**config.mk**
```make
export PLATFORM = sky130hd
export DESIGN_NAME = pipe_ctrl
export DESIGN_NICKNAME = d
export VERILOG_FILES = /design/src/rtl/pipe_ctrl.sv
export SDC_FILE = /design/constraint.sdc
export NUM_CORES = 1
export LEC_CHECK = 0
export CORE_ASPECT_RATIO = 0.5
export CORE_MARGIN = 3
export CORE_UTILIZATION = 37
export DETAILED_ROUTE_END_ITERATION = 10
export PLACE_DENSITY = 0.89
export SYNTH_ARGS = -nofsm -noshare
export SYNTH_HDL_FRONTEND = slang
export SYNTH_SLANG_ARGS = --single-unit
```
**constraint.sdc**
```tcl
create_clock -name clk -period 2 [get_ports clk]
set_input_delay 0.2 -clock clk [delete_from_list [all_inputs] [get_ports clk]]
set_output_delay 0.2 -clock clk [all_outputs]
set_load 0.01 [all_outputs]
```
**src/rtl/pipe_ctrl.sv**
```systemverilog
// Pipeline hazard/redirect controller: load-use stall, jump/trap redirect,
// multi-cycle mul/div issue with bounded wait and timeout trap.
module pipe_ctrl #(
    parameter logic [31:0] TRAP_VEC   = 32'h0000_0004,
    parameter int unsigned MD_TIMEOUT = 64
) (
    input  logic        clk,
    input  logic        rst_n,
    input  logic        id_valid_i,
    input  logic [4:0]  id_rs1_addr_i,
    input  logic [4:0]  id_rs2_addr_i,
    input  logic [1:0]  id_rs_used_i,
    input  logic [4:0]  id_rd_addr_i,
    input  logic        id_is_load_i,
    input  logic        id_is_md_i,
    input  logic        id_err_i,
    input  logic        ex_jump_i,
    input  logic [31:0] ex_jump_addr_i,
    input  logic        md_done_i,
    output logic        stall_o,
    output logic        bubble_o,
    output logic        hold_ex_o,
    output logic        flush_o,
    output logic        pc_set_o,
    output logic [31:0] pc_addr_o,
    output logic        md_start_o,
    output logic        exc_o,
    output logic [31:0] stall_cnt_o
);

    typedef enum logic [0:0] {
        RUN     = 1'b0,
        MD_WAIT = 1'b1
    } state_t;

    localparam logic [7:0] MD_LAST_C = 8'(MD_TIMEOUT - 1);

    state_t      state_r;
    state_t      state_nxt_s;
    logic        ld_pend_r;
    logic [4:0]  ld_rd_r;
    logic [7:0]  md_cnt_r;
    logic [31:0] stall_cnt_r;
    logic        rs1_hit_s;
    logic        rs2_hit_s;
    logic        hazard_s;

    assign rs1_hit_s = id_rs_used_i[0] & (id_rs1_addr_i == ld_rd_r);
    assign rs2_hit_s = id_rs_used_i[1] & (id_rs2_addr_i == ld_rd_r);
    assign hazard_s  = (state_r == RUN) & id_valid_i & ld_pend_r & (rs1_hit_s | rs2_hit_s);
    assign stall_cnt_o = stall_cnt_r;

    // Control outputs and next state; everything is held low while in reset.
    always_comb begin
        stall_o     = 1'b0;
        bubble_o    = 1'b0;
        hold_ex_o   = 1'b0;
        flush_o     = 1'b0;
        pc_set_o    = 1'b0;
        pc_addr_o   = 32'h0000_0000;
        md_start_o  = 1'b0;
        exc_o       = 1'b0;
        state_nxt_s = state_r;
        if (!rst_n) begin
            state_nxt_s = RUN;
        end else begin
            case (state_r)
                RUN: begin
                    if (ex_jump_i) begin
                        pc_set_o  = 1'b1;
                        pc_addr_o = ex_jump_addr_i;
                        flush_o   = 1'b1;
                    end else if (id_valid_i && id_err_i) begin
                        pc_set_o  = 1'b1;
                        pc_addr_o = TRAP_VEC;
                        flush_o   = 1'b1;
                        exc_o     = 1'b1;
                    end else if (hazard_s) begin
                        stall_o  = 1'b1;
                        bubble_o = 1'b1;
                    end else if (id_valid_i && id_is_md_i) begin
                        md_start_o  = 1'b1;
                        state_nxt_s = MD_WAIT;
                    end else begin
                        state_nxt_s = RUN;
                    end
                end
                MD_WAIT: begin
                    // A result arriving on the timeout cycle takes precedence.
                    if (md_done_i) begin
                        state_nxt_s = RUN;
                    end else if (md_cnt_r == MD_LAST_C) begin
                        exc_o       = 1'b1;
                        flush_o     = 1'b1;
                        pc_set_o    = 1'b1;
                        pc_addr_o   = TRAP_VEC;
                        state_nxt_s = RUN;
                    end else begin
                        stall_o   = 1'b1;
                        hold_ex_o = 1'b1;
                    end
                end
                default: begin
                    state_nxt_s = RUN;
                end
            endcase
        end
    end

    // State, load-pending tracker, mul/div wait counter and stall statistics.
    always_ff @(posedge clk) begin
        if (!rst_n) begin
            state_r     <= RUN;
            ld_pend_r   <= 1'b0;
            ld_rd_r     <= 5'd0;
            md_cnt_r    <= 8'd0;
            stall_cnt_r <= 32'h0000_0000;
        end else begin
            state_r   <= state_nxt_s;
            ld_pend_r <= id_valid_i & id_is_load_i & (id_rd_addr_i != 5'd0) & ~stall_o & ~flush_o;
            ld_rd_r   <= id_rd_addr_i;
            if (state_r == RUN) begin
                md_cnt_r <= 8'd0;
            end else begin
                md_cnt_r <= md_cnt_r + 8'd1;
            end
            if (stall_o && (stall_cnt_r != 32'hFFFF_FFFF)) begin
                stall_cnt_r <= stall_cnt_r + 32'h0000_0001;
            end else begin
                stall_cnt_r <= stall_cnt_r;
            end
        end
    end

endmodule

```
==> out/results.txt <==
The logs give 0 for the initial antenna violation count and 3725 for the number of global-route vias before repair. The compound-cell area share of the yosys netlist was 7.93%. In the final layout, the share of cells above drive strength 1 is 43.8%. Once layout is done, the placed cells without fillers occupy 5330 sq um. The final reports fail on negative setup slack.

Once placement completed, the tool counted placed cells totaling 590. The number of buffers added on ports was 127; the HPWL reported at the end of detailed placement was 7.49 mm. After floorplanning, the core was sized to cover 6410 sq um. Dividing the final minimum period by the clock period gives 119%. Flip-flop and latch count after synthesis: 47. The routed via count is 3877, and the worst slack after detailed placement is -0.496 ns. After layout, the minimum clock period comes to 2.38 ns.

The cell sitting at the root of the clock tree is a sky130_fd_sc_hd__clkbuf_16. For the number of max-slew violations in the final report, the log shows 0. The tool flagged a number of max-cap violations equal to 0. Clock-pin slew was measured on the worst setup and hold paths at 0.07 ns. The later pin in the worst-skew pair is clocked with a latency of 0.30 ns. The synthesized netlist devotes 38.2% of its cell area to simple gates. The total CTS buffers is 5. The congestion estimate from routability-driven global placement came to 0.882.

The total global-route track usage was 32.2%. Setup violations remaining at the end of the flow were counted as 50. The commonest non-fill, non-tap cell in the layout was sky130_fd_sc_hd__buf_4. The layout has 307 filler cells. The run gives -0.38 ns as the register-to-register path setup slack.

Counting flops with a built-in enable in the synthesized netlist gives 0. Dividing the detail-routed wire length by the instance count gives 25.7 microns. Mean instance size in the synthesized netlist: 8.37 sq um. Class of the tightest hold or removal check: primary input to flop. The number of nets handed over by synthesis was 368. TritonCTS built the clock tree.

The top cell types in the final layout, fill and taps aside, are 87 x sky130_fd_sc_hd__buf_4, 85 x sky130_fd_sc_hd__clkdlybuf4s50_1, 36 x sky130_fd_sc_hd__dfxtp_1, 30 x sky130_fd_sc_hd__and2_1, 29 x sky130_fd_sc_hd__nand2_1. By area, the combinational part of the netlist is dominated by simple AND/OR/NAND/NOR gates. Of the total synthesized cell area, the portion taken by XOR and XNOR cells is 8.47%.

Clock skew on the completed layout was measured at 0.00746 ns. The tools report the number of hold-slack violations in the final timing report as 0. The worst setup path is captured at a flop. Counting every instance in the synthesized netlist gives 309. The achievable frequency was 0.420 GHz; the maximum net fanout on the critical path was 6.

The via density per instance was 6.17. In this run the cell area measured after placement is 4560 sq um. The H-tree was split into 2 levels. CTS saw 47 sinks.

The tools report the final-stage net count as 598. The run gives 2.60 ns as the arrival time at the worst endpoint. For this design the ratio of total power to cell area is 419 nW/um^2. The count of cells in the finished layout, fillers not included, comes to 628. Multiplexer cells account for 4.64% of the synthesized area. The critical path contains buffers and inverters numbering 3 combined. The count of nets left with antenna violations after detail routing was 0.

For this block, the routed nets add up to 16.2 mm of wire. In the routed design, unresolved DRC markers number 0. For the worst vdd rail ir drop, the log shows 0.000379 V.

The synthesized design spends more area on one cell type than any other, namely sky130_fd_sc_hd__dfxtp_1. The tools report the final-layout setup total negative slack as -9.42 ns. During I/O placement, the number of pins put on the boundary was 128. The logs give 2 for the maximum buffer depth of the clock tree and 76.3% for the worst-case headroom to the max-slew limit. The run gives 40.4% as the initial cell density of the core. The worst setup path is of the flop to flop kind. The tools report the leakage power as 2.34 nW.

Setup repair after global routing could not meet its margin everywhere. By instance count, the cell type seen most on the critical path is sky130_fd_sc_hd__buf_4. The number of warnings issued by yosys came out at 0. The first-pass detailed-route iteration total is 6.

Kind of launch point of the worst setup path: a flop. For this design, the slowest cell found on the critical path is sky130_fd_sc_hd__or3_4. The synthesized netlist devotes 0.968% of its cell area to adder and majority cells.

The synthesized netlist contains 43 unique library cells. The setup slack of the critical path after layout was -0.383 ns. Top cell type's share of synthesized area: 36.4%. The DRC marker count from the first detailed-route iteration was 590; the first-pass GRT wire length was 20.5 mm. The largest single stage delay on the critical path is 0.35 ns.

The maximum number of pins on one net before global-route repair is 20, and the relative area change from synthesis to final layout is 106%. STA puts the critical path data required time at 2.22 ns. By area the synthesized netlist is led by sky130_fd_sc_hd__dfxtp_1 36%, sky130_fd_sc_hd__and2_1 9.2%, sky130_fd_sc_hd__xnor2_1 6.1%. Walking the worst path, the cells encountered are buf_4 > xnor2_1 > nand4_1 > nor2_1 > buf_4 > nor3_4 > or2_4 > buf_4 > or3_4 > a21oi_2. Buffers inserted to repair hold after CTS numbered 0.

After floorplanning, the core was divided into 20 placement rows. The die outline area was 8090 sq um; the measured slew at the worst slew-check pin was 0.352 ns. The run finished, with violations left. Dominant synthesized flop cell: sky130_fd_sc_hd__dfxtp_1. The die is 65.1 microns tall. Of the synthesized area, sequential elements account for 36.4%. The floorplan step set the die width to 124 microns.

The share of async-settable or async-resettable flops after synthesis is 0%, and the netlist area before placement is 2590 sq um. In this design, the largest share of critical-path delay is due to simple AND/OR/NAND/NOR gates. The remaining global-route overflow was 0.
## routing by layer
metal / vias to the layer above / part of all wire (%) / track usage, %
li1: 1543 / - / -
met1: 1872 / 37 / 36.1
met2: 340 / 46 / 57.5
met3: 122 / 11 / 8.36
met4: 0 / 6.7 / 17.3
met5: - / 0 / 0
## synth_stat cells, types with 2 or more instances
cell and count:
sky130_fd_sc_hd__or4_1 2, sky130_fd_sc_hd__a211oi_1 2, sky130_fd_sc_hd__or3_1 11, sky130_fd_sc_hd__inv_1 7, sky130_fd_sc_hd__nor4_2 4, sky130_fd_sc_hd__and3_1 6
sky130_fd_sc_hd__clkbuf_1 8, sky130_fd_sc_hd__or2_2 2, sky130_fd_sc_hd__nor2_1 24, sky130_fd_sc_hd__dfxtp_1 47, sky130_fd_sc_hd__nor3_1 6, sky130_fd_sc_hd__and2_1 38
sky130_fd_sc_hd__xor2_1 7, sky130_fd_sc_hd__xnor2_1 18, sky130_fd_sc_hd__and4_1 5, sky130_fd_sc_hd__mux2i_1 12, sky130_fd_sc_hd__nand3_1 18, sky130_fd_sc_hd__nand2_1 32
sky130_fd_sc_hd__a21oi_1 11, sky130_fd_sc_hd__o21ai_0 10, sky130_fd_sc_hd__nand2b_1 6, sky130_fd_sc_hd__nand4_1 8, sky130_fd_sc_hd__ha_1 2, sky130_fd_sc_hd__nor4_1 4
## state kept, by name (all words and copies together) (netlist names)
name         cells
state_r          1
md_cnt_r         8
stall_cnt_o     32
ld_rd_r          5
ld_pend_r        1
## through the flow
stage / hold slack, ns / power (mW) / util, %
3_3_place_gp: 0.448 / 1.29 / 71.3
6_report: 0.407 / 2.23 / 83.1
5_1_grt: 0.429 / 2.27 / 83.1
4_1_cts: 0.468 / 2.15 / 79.4
2_1_floorplan: 0.327 / 1.07 / -
3_5_place_dp: 0.460 / 1.29 / 71.3
## power by group
| part | switching, mW | total, mW | internal [mW] | leakage (nW) |
|---|---|---|---|---|
| Clock | 0.380 | 0.870 | 0.489 | 0.0727 |
| Combinational | 0.185 | 0.413 | 0.228 | 1.88 |
| Sequential | 0.00755 | 0.947 | 0.939 | 0.387 |
## worst min-delay path, cell delays in order
cell and delay, ns:
sky130_fd_sc_hd__dlymetal6s2s_1 0.14, sky130_fd_sc_hd__buf_4 0.16, sky130_fd_sc_hd__o2111ai_1 0.11, sky130_fd_sc_hd__nor3_1 0.05
## path summary, 6_finish.rpt
path | startpoint | end | cells after the start
setup / recovery | ld_rd_r[1] | stall_cnt_o[4] | 10
hold / removal | id_valid_i | ld_pend_r | 4
setup reg to reg | ld_rd_r[1] | stall_cnt_o[4] | 10
hold reg to reg | stall_cnt_o[2] | stall_cnt_o[2] | 1
## kinds of logic (layout without fill, tap and decap cells)
logic type	after synthesis	count (layout)
xor gates and xnor gates	25	25
adders and majority gates	2	2
DFF	47	47
and+or+nand+nor	172	172
AOI/OAI and AO/OA	32	32
other	0	1
muxes	12	12
buffers and inverters	19	249
## what timing repair did
action | in CTS | in global routing
setup buffers | 16 | 13
pin swaps | 35 | 27
gates resized for setup | 105 | 130
gates cloned | 2 | 1
setup endpoints to repair | 67 | 59
## layout make-up
class | count | area, sq um | share of cell area (%)
Clock inverter | 1 | 5.00 | 0.0940
Tap cell | 88 | 110 | 2.07
Clock buffer | 6 | 139 | 2.61
Sequential cell | 47 | 962 | 18.1
Timing Repair Buffer | 234 | 2090 | 39.3
Antenna cell | 1 | 2.50 | 0.0470
Inverter | 8 | 35.0 | 0.658
Multi-Input combinational cell | 243 | 1980 | 37.2
Note: power is estimated with default switching activity, not from simulation.
